File: src/rtl/pc_gen_pkg.sv
// Shared types and constants for the fetch PC generator: FSM states,
// RISC-V branch funct3 encodings and the default boot address.
package pc_gen_pkg;

  localparam logic [31:0] RESET_VEC_DEFAULT = 32'h8000_0000;

  typedef enum logic [1:0] {
    ST_BOOT = 2'd0,
    ST_REQ  = 2'd1,
    ST_WAIT = 2'd2
  } state_t;

  localparam logic [2:0] F3_BEQ  = 3'b000;
  localparam logic [2:0] F3_BNE  = 3'b001;
  localparam logic [2:0] F3_BLT  = 3'b100;
  localparam logic [2:0] F3_BGE  = 3'b101;
  localparam logic [2:0] F3_BLTU = 3'b110;
  localparam logic [2:0] F3_BGEU = 3'b111;

endpackage

File: src/rtl/pc_target.sv
// Execute-stage control-flow decode: branch condition, redirect target and
// target alignment flag. Purely combinational.
module pc_target
  import pc_gen_pkg::*;
#(
  parameter int XLEN = 32
) (
  input  logic [XLEN-1:0] i_ex_pc,
  input  logic [XLEN-1:0] i_imm,
  input  logic [XLEN-1:0] i_rs1_data,
  input  logic            i_is_jal,
  input  logic            i_is_jalr,
  input  logic            i_is_b,
  input  logic [2:0]      i_funct3,
  input  logic            i_cmp_eq,
  input  logic            i_cmp_lt,
  input  logic            i_cmp_ltu,
  output logic            o_redirect,
  output logic [XLEN-1:0] o_target,
  output logic            o_misalign
);

  logic w_taken;

  // NOTE: every signal driven here gets a value before the case/if, so no
  // path leaves it unassigned and no latch is inferred.
  always_comb begin
    w_taken = 1'b0;
    case (i_funct3)
      F3_BEQ:  w_taken = i_cmp_eq;
      F3_BNE:  w_taken = !i_cmp_eq;
      F3_BLT:  w_taken = i_cmp_lt;
      F3_BGE:  w_taken = !i_cmp_lt;
      F3_BLTU: w_taken = i_cmp_ltu;
      F3_BGEU: w_taken = !i_cmp_ltu;
      default: w_taken = 1'b0;
    endcase
  end

  always_comb begin
    o_target = i_ex_pc + i_imm;
    if (i_is_jalr) begin
      o_target = (i_rs1_data + i_imm) & ~XLEN'(1);
    end
  end

  assign o_redirect = i_is_jalr || i_is_jal || (i_is_b && w_taken);
  assign o_misalign = (o_target[1:0] != 2'b00);

endmodule

File: src/rtl/pc_gen.sv
// Fetch PC generator: single-outstanding fetch FSM, one-entry instruction
// buffer and trap/mret/execute redirect handling with response kill.
module pc_gen
  import pc_gen_pkg::*;
#(
  parameter int              XLEN      = 32,
  parameter logic [XLEN-1:0] RESET_VEC = XLEN'(RESET_VEC_DEFAULT)
) (
  input  logic            clk,
  input  logic            rst,
  output logic            req_valid,
  input  logic            req_ready,
  output logic [XLEN-1:0] req_addr,
  input  logic            resp_valid,
  input  logic [31:0]     resp_inst,
  output logic            inst_valid,
  input  logic            inst_ready,
  output logic [31:0]     inst,
  output logic [XLEN-1:0] inst_pc,
  output logic [XLEN-1:0] inst_link,
  input  logic            ex_valid,
  input  logic [XLEN-1:0] ex_pc,
  input  logic            is_jal,
  input  logic            is_jalr,
  input  logic            is_b,
  input  logic [2:0]      b_funct3,
  input  logic            cmp_eq,
  input  logic            cmp_lt,
  input  logic            cmp_ltu,
  input  logic [XLEN-1:0] imm,
  input  logic [XLEN-1:0] rs1_data,
  input  logic            trap_valid,
  input  logic [XLEN-1:0] mtvec,
  input  logic            mret_valid,
  input  logic [XLEN-1:0] mepc,
  output logic            misalign,
  output logic [XLEN-1:0] misalign_addr
);

  state_t          r_state, w_state_next;
  logic [XLEN-1:0] r_pc;
  logic            r_kill, w_kill_next;
  logic            r_inst_valid;
  logic [31:0]     r_inst;
  logic [XLEN-1:0] r_inst_pc, r_inst_link;
  logic            r_misalign;
  logic [XLEN-1:0] r_misalign_addr;

  logic            w_tgt_redirect, w_tgt_misalign;
  logic [XLEN-1:0] w_tgt;
  logic            w_ex_redirect, w_ex_misalign, w_redirect;
  logic [XLEN-1:0] w_redirect_pc;
  logic            w_req_valid, w_resp_take;

  pc_target #(.XLEN(XLEN)) u_target (
    .i_ex_pc    (ex_pc),
    .i_imm      (imm),
    .i_rs1_data (rs1_data),
    .i_is_jal   (is_jal),
    .i_is_jalr  (is_jalr),
    .i_is_b     (is_b),
    .i_funct3   (b_funct3),
    .i_cmp_eq   (cmp_eq),
    .i_cmp_lt   (cmp_lt),
    .i_cmp_ltu  (cmp_ltu),
    .o_redirect (w_tgt_redirect),
    .o_target   (w_tgt),
    .o_misalign (w_tgt_misalign)
  );

  // Misalignment is only reported when the execute redirect would have won.
  assign w_ex_redirect = ex_valid && w_tgt_redirect;
  assign w_ex_misalign = w_ex_redirect && w_tgt_misalign && !trap_valid && !mret_valid;
  assign w_redirect    = trap_valid || mret_valid || (w_ex_redirect && !w_tgt_misalign);
  assign w_redirect_pc = trap_valid ? mtvec : (mret_valid ? mepc : w_tgt);

  always_ff @(posedge clk or posedge rst) begin
    if (rst) begin
      r_state <= ST_BOOT;
    end else begin
      r_state <= w_state_next;
    end
  end

  always_comb begin
    w_state_next = r_state;
    w_kill_next  = r_kill;
    w_req_valid  = 1'b0;
    w_resp_take  = 1'b0;
    case (r_state)
      ST_BOOT: w_state_next = ST_REQ;
      ST_REQ: begin
        w_req_valid = !(r_inst_valid && !inst_ready);
        if (w_req_valid && req_ready) begin
          w_state_next = ST_WAIT;
          w_kill_next  = w_redirect;
        end
      end
      ST_WAIT: begin
        if (resp_valid) begin
          w_state_next = ST_REQ;
          w_kill_next  = 1'b0;
          w_resp_take  = !r_kill && !w_redirect;
        end else if (w_redirect) begin
          w_kill_next = 1'b1;
        end
      end
      default: w_state_next = ST_BOOT;
    endcase
  end

  // NOTE: sequential state uses non-blocking assignments so every register
  // samples pre-edge values regardless of process evaluation order.
  always_ff @(posedge clk or posedge rst) begin
    if (rst) begin
      r_pc            <= RESET_VEC;
      r_kill          <= 1'b0;
      r_inst_valid    <= 1'b0;
      r_inst          <= '0;
      r_inst_pc       <= '0;
      r_inst_link     <= '0;
      r_misalign      <= 1'b0;
      r_misalign_addr <= '0;
    end else begin
      r_kill     <= w_kill_next;
      r_misalign <= w_ex_misalign;
      if (w_ex_misalign) begin
        r_misalign_addr <= w_tgt;
      end

      if (w_redirect) begin
        r_pc <= w_redirect_pc;
      end else if (w_resp_take) begin
        r_pc <= r_pc + XLEN'(4);
      end

      if (w_redirect) begin
        r_inst_valid <= 1'b0;
      end else if (w_resp_take) begin
        r_inst_valid <= 1'b1;
      end else if (inst_ready) begin
        r_inst_valid <= 1'b0;
      end

      if (w_resp_take) begin
        r_inst      <= resp_inst;
        r_inst_pc   <= r_pc;
        r_inst_link <= r_pc + XLEN'(4);
      end
    end
  end

  assign req_valid     = w_req_valid;
  assign req_addr      = r_pc;
  assign inst_valid    = r_inst_valid;
  assign inst          = r_inst;
  assign inst_pc       = r_inst_pc;
  assign inst_link     = r_inst_link;
  assign misalign      = r_misalign;
  assign misalign_addr = r_misalign_addr;

endmodule

File: config.mk
export PLATFORM = sky130hd
export DESIGN_NAME = pc_gen
export DESIGN_NICKNAME = d
export VERILOG_FILES = /design/src/rtl/pc_gen_pkg.sv /design/src/rtl/pc_target.sv /design/src/rtl/pc_gen.sv
export SDC_FILE = /design/constraint.sdc
export NUM_CORES = 1
export LEC_CHECK = 0
export CELL_PAD_IN_SITES_DETAIL_PLACEMENT = 0
export CELL_PAD_IN_SITES_GLOBAL_PLACEMENT = 1
export CORE_MARGIN = 2
export CORE_UTILIZATION = 35
export CTS_BUF_LIST = sky130_fd_sc_hd__clkbuf_2 sky130_fd_sc_hd__clkbuf_4 sky130_fd_sc_hd__clkbuf_8
export DETAILED_ROUTE_END_ITERATION = 12
export PLACE_DENSITY = 0.95
export SLEW_MARGIN = 0
export SYNTH_ARGS = -nofsm -noshare
export SYNTH_HDL_FRONTEND = slang
export SYNTH_SLANG_ARGS = --single-unit
File: constraint.sdc
create_clock -name clk -period 7 [get_ports clk]
set_clock_uncertainty 0.2 [all_clocks]
set_input_delay 1.05 -clock clk [delete_from_list [all_inputs] [get_ports clk]]
set_output_delay 1.05 -clock clk [all_outputs]
set_load 0.01 [all_outputs]
**Yosys cells after proc, flatten, opt, wreduce, memory -nomap -nowiden**

Cells that the tools add are included.

- Divide/modulo/power cells: 0
- Muxes and demuxes: 19
- Reductions and logical operators: 31
- Shift operators: 0
- $lt $le $gt $ge: 0
- Bitwise gates (word level): 0
- $add $sub $neg: 3
- Multiply operators: 0
- Equality and inequality tests: 10

Operators with widths:

| operator | number |
|---|---|
| 2-to-1 mux 32 bit | 5 |
| adder 32 bit | 2 |
| adder 32 x 3 -> 32 bit (second input constant) | 1 |
| == test 3 bit (second input constant) | 4 |
| zero test 1 bit | 10 |
| logical AND 1 bit | 9 |
| 2-to-1 mux 1 bit | 9 |
| case mux 1 bit (6 select lines) | 1 |
| case mux 2 bit (3 select lines) | 1 |
| nonzero test 2 bit | 3 |
| logical OR 1 bit | 4 |
| 2-to-1 mux 2 bit | 2 |
| != test 2 bit (second input constant) | 2 |
| == test 3 x 1 -> 1 bit (second input constant) | 1 |
| zero test 3 bit | 1 |
| != test 3 bit (second input constant) | 1 |
| AND reduction 3 bit | 1 |
| nonzero test 3 bit | 1 |
| == test 2 x 1 -> 1 bit (second input constant) | 1 |
| == test 2 bit (second input constant) | 1 |
| zero test 2 bit | 1 |
| case mux 1 bit (2 select lines) | 1 |
| AND reduction 2 bit | 1 |

- Memories: 0
- Logic and storage cells: 72
- Input port bits: 209
- ROM bits: 0
- Bits in latches: 0
- Output and inout port bits: 163
- Bits in registers: 165
- Memory bits (writable): 0

**Logic depth before layout (Yosys ltp)**

- Depth after elaboration: 13
- Gate-level depth with buffers: 13
- Gate-level depth less buffers: 13

**Hierarchy**

From an unflattened synthesis, not the netlist that was laid out.

- Cells, all modules: 1,357
- Area, all modules: 11,521.0 um2

By module, submodules not included:

| module | seq. area each (um2) | area an instance (um2) | cells each | instances |
|---|---|---|---|---|
| pc_gen | 4,080.2 | 7,902.6 | 845 | 1 |
| pc_target | 0.0 | 3,618.5 | 512 | 1 |

**Worst setup path after synthesis**

Ideal clock, no wire load.

- Path type: input port to flip-flop
- Start point: input imm[8]
- End point: register r_pc[31] (netlist: req_addr[31])
- Data arrival time: 3.276 ns
- Setup slack: 3.431 ns
- Setup time: 0.093 ns
- Cell stages on the path: 11
- Data required time: 6.707 ns
- Path buffers: 0
- Cells stage by stage: ha_1 > a211o_1 > a211oi_2 > o21ai_2 > a41o_4 > a31oi_4 > o311ai_4 > a21oi_4 > xnor3_1 > a221oi_1 > a21oi_1

- Word-level cells in the longest chain between the ends: 5
- Elaborated cells between the ends (all ways): 6
- Classes of those cells: add/sub: 2; mux: 4

RTL lines:

| element | RTL line | text |
|---|---|---|
| from (decl) | pc_gen.sv:30 | `input logic [XLEN-1:0] imm,` |
| adder 32 bit (on tied branches) | pc_target.sv:41, pc_target.sv:43 |  |
| 2-to-1 mux 32 bit (*) | pc_target.sv:42 | `if (i_is_jalr) begin` |
| 2-to-1 mux 32 bit (*) (2 in a row) | pc_gen.sv:75 | `assign w_redirect_pc = trap_valid ? mtvec : (mret_valid ? mepc : w_tgt);` |
| 2-to-1 mux 32 bit (*) | pc_gen.sv:131 | `if (w_redirect) begin` |
| to (signal assigned) | pc_gen.sv:132 | `r_pc <= w_redirect_pc;` |
| to (signal assigned) | pc_gen.sv:134 | `r_pc <= r_pc + XLEN'(4);` |
| to (decl) | pc_gen.sv:41 | `logic [XLEN-1:0] r_pc;` |

Every way passes the cells marked *; elsewhere a longest branch is shown, timed or not.
A chain may end at the register's enable or synchronous reset.

**Final worst setup path**

- Start point: input imm[1]
- End point: register r_pc[30] (netlist: req_addr[30])

- Word-level cells in the longest chain between the ends: 11
- Elaborated cells between the ends (all ways): 15
- Classes of those cells: add/sub: 2; mux: 6; reduce/logical: 7

RTL lines:

| element | RTL line | text |
|---|---|---|
| adder 32 bit (on tied branches) | pc_target.sv:41, pc_target.sv:43 |  |
| 2-to-1 mux 32 bit (*) | pc_target.sv:42 |  |
| nonzero test 2 bit | pc_target.sv:48 | `assign o_misalign = (o_target[1:0] != 2'b00);` |
| zero test 1 bit | pc_gen.sv:74 | `assign w_redirect = trap_valid \|\| mret_valid \|\| (w_ex_redirect && !w_tgt_misalign);` |
| logical AND 1 bit | pc_gen.sv:74 |  |
| logical OR 1 bit | pc_gen.sv:74 |  |
| zero test 1 bit | pc_gen.sv:103 | `w_resp_take = !r_kill && !w_redirect;` |
| logical AND 1 bit | pc_gen.sv:103 |  |
| 2-to-1 mux 1 bit | pc_gen.sv:100 | `if (resp_valid) begin` |
| 2-to-1 mux 1 bit | pc_gen.sv:90 | `case (r_state)` |
| nonzero test 2 bit (no source line) | -- |  |

Marks and branches as above.

==> flow_summary.toml <==
[worst_hold_path]
hold_class = "reg -> reg"

[clock_network]
clock_path_buffers = 2
clock-sinks = 163
htree_num_levels = 4
hold_buffers = 0
clkTransAtPathRegs_ps = 90
cts_setup_buffers = 0
clk_latency_ps = 470
cts-resized-gates = 0
cts_tree = "built"
clockRootBuffer = "clkbuf_8"
numCtsBuffers = 17

[logic_synthesis]
yosysWarnings = 0
synthTopCellsByCount = "309 x nand2_1, 162 x dfrtp_1, 107 x a21oi_1, 93 x nor2_1, 73 x o21ai_0"
syn_inst = 1353
syn_avg_cell_area_um2 = 8.302
synth_edf_count = 0
synth-seq-area-share_pct = 36.32
async_flop_share_pct = 100.0
syn_area_mm2 = 0.01123
synth_ff_type = "dfrtp_1"
yosysTopAreaCell = "dfrtp_1"
ys_top_cells_by_area = "dfrtp_1 36%, nand2_1 10%, ha_1 6.9%, xnor2_1 5.2%, a21oi_1 4.8%"
synthesis.nets = 1626
yosysTopAreaCellShare_pct = 36.09
synth.distinct_cells = 80
synth.most_common_cell = "nand2_1"
ys_ff_latch = 163

[placed_design]
dp_hpwl_mm = 31.63
port_buffers = 371
dpl_worst_slack_ps = 2301
gp_congestion = 0.8891

[critical_path]
worst-path-max-fanout = 3
worstSetupPathType = "in -> reg"
cp-end-kind = "flop"
crit_arrival_ps = 4330
cp.required_ps = 7160
cp-start-kind = "input pin"

[detailed_routing]
post_drt_wl_per_cell_um = 19.02
firstDrtPassIters = 5
first_iter_violations = 663
routed_wirelength_mm = 39.85
vias_per_cell = 5.274
vias = 11050
route.detailed.drc = 0
drtAntennaViolNets = 0

[sta]
finalSetupViolCount = 0
fin_crit_sh_pct = 59.63
max_freq_mhz = 239.6
fin_crit_ps = 4174
fin_ws_ps = 2826
rsz0062_at_grt = "no"
fin_setup_tns_ps = 0
slew-limit-headroom_pct = 31.19
maxSlewViolCount = 0
hold_viol = 0
tightest_slew_ps = 1032

[status]
outcome = "completed"

[global_route]
grt_pass1_wl_mm = 61.22
grt_max_degree = 112
antenna_found_initial = 2
overflow = 0
grt_pass1_vias = 10890
grt_util_all_layers_pct = 23.44

[floorplan]
dieArea_mm2 = 0.03354
ios = 372
coreArea_mm2 = 0.03156
die_w_um = 183.2
rows = 65
initial_core_util_pct = 35.60
die_y_um = 183.2

[final_layout]
nets = 1951
syn_to_final_growth_pct = 39.88
drive_gt1_share_pct = 5.207

[power_and_ir_drop]
total_power_mw = 4.161
clock_power_share_pct = 18.4
power.switching_mw = 1.490
p_leak_nw = 6.927
switching_share_pct = 35.81
ir_worst_vdd_mv = 0.1062
combinationalPowerShare_pct = 45.1
p_seq_share_pct = 36.5
p_int_mw = 2.671
power_density_mw_per_mm2 = 264.8

[run]
cap_violations = 0
-- cell usage in the layout (no fill, tap or decap), types with 13 or more instances in the layout --
cell type,netlist,routed
o21ai_0,73,73
a21oi_1,107,107
inv_1,17,16
nor2_1,93,92
nand4_1,16,16
xor2_1,47,47
nand3_1,31,31
a21o_1,39,39
and3_1,18,18
clkdlybuf4s50_1,0,370
mux2i_1,19,19
nor2b_1,13,13
clkbuf_8,0,19
ha_1,62,62
xnor2_1,67,67
nand2_1,309,308
dfrtp_1,162,162
-- logic make-up after synthesis --
logic type	Yosys count	synth area share, %
AO/OA/AOI/OAI	354	20.57
XOR/XNOR	115	9.089
adder cells (fa/ha/maj)	64	7.262
buffers and inverters	96	3.364
flip-flops	163	36.32
multiplexers	29	2.695
AND/OR/NAND/NOR	532	20.70
-- power by group through the flow --
stage / clock network [mW] / logic (mW) / registers, mW
2_1_floorplan: 0 / 0.724 / 1.62
3_3_place_gp: 0 / 1.85 / 1.53
3_5_place_dp: 0 / 1.88 / 1.54
4_1_cts: 0.787 / 1.89 / 1.52
5_1_grt: 0.821 / 2.04 / 1.56
6_report: 0.766 / 1.88 / 1.52
-- state kept, by name, summed over array words and instances (netlist names) --
name and cells:
misalign_addr 32, misalign 1, inst 32, inst_link 30
inst_valid 1, r_state 2, inst_pc 32, req_addr 32
r_kill 1
-- through the flow --
step                cells  area [um2]  util, %  hold WS (ps)
finish               2095       15710    49.79         276.6
global route         2095       15710    49.79         298.3
CTS                  2092       15710    49.77         283.1
detailed placement   2061       15260    48.37         261.7
global placement     2061       15260    48.37         256.8
floorplan            1353       11230        -         313.5
-- layout make-up --
type                            instances  area [um2]
Antenna cell                            3       7.507
Clock buffer                           19       261.5
Clock inverter                         12       181.4
Fill cell                            3053       15840
Inverter                               19       76.32
Multi-Input combinational cell       1094        6804
Sequential cell                       163        4080
Tap cell                              402       503.0
Timing Repair Buffer                  383        3799
-- metal layers --
metal,GRT usage (%),share of wire [%]
met4,7.904,2.8
met3,3.991,5.9
met1,30.99,45
met2,38.91,47
met5,0,0
-- final timing paths --
| check | start | end | slack [ps] | cells after the start |
|---|---|---|---|---|
| worst min register to register | inst_pc[6]$_DFFE_PP0P_ | inst_pc[6]$_DFFE_PP0P_ | 280 | 2 |
| worst max-delay path | imm[1] | req_addr[30]$_DFFE_PP0P_ | 2830 | 13 |
| worst max register to register | req_addr[2]$_DFFE_PP0P_ | req_addr[28]$_DFFE_PP0P_ | 3730 | 11 |
| worst min-delay path | inst_pc[6]$_DFFE_PP0P_ | inst_pc[6]$_DFFE_PP0P_ | 280 | 2 |
| max in group asynchronous | rst | inst_link[25]$_DFFE_PP0P_ | 4290 | 3 |
| min in group asynchronous | rst | inst[28]$_DFFE_PP0P_ | 980 | 2 |
-- critical path, stage by stage --
cell and delay, ps:
clkdlybuf4s50_1 510, inv_1 100, fa_1 460, nor2b_1 260
o21bai_1 120, a21oi_1 250, o22ai_1 200, o31ai_2 330
a31oi_1 220, o21ai_1 230, xor2_1 210, nor2b_1 80
o41ai_1 310
No activity file was read; power rests on OpenSTA's default activity.
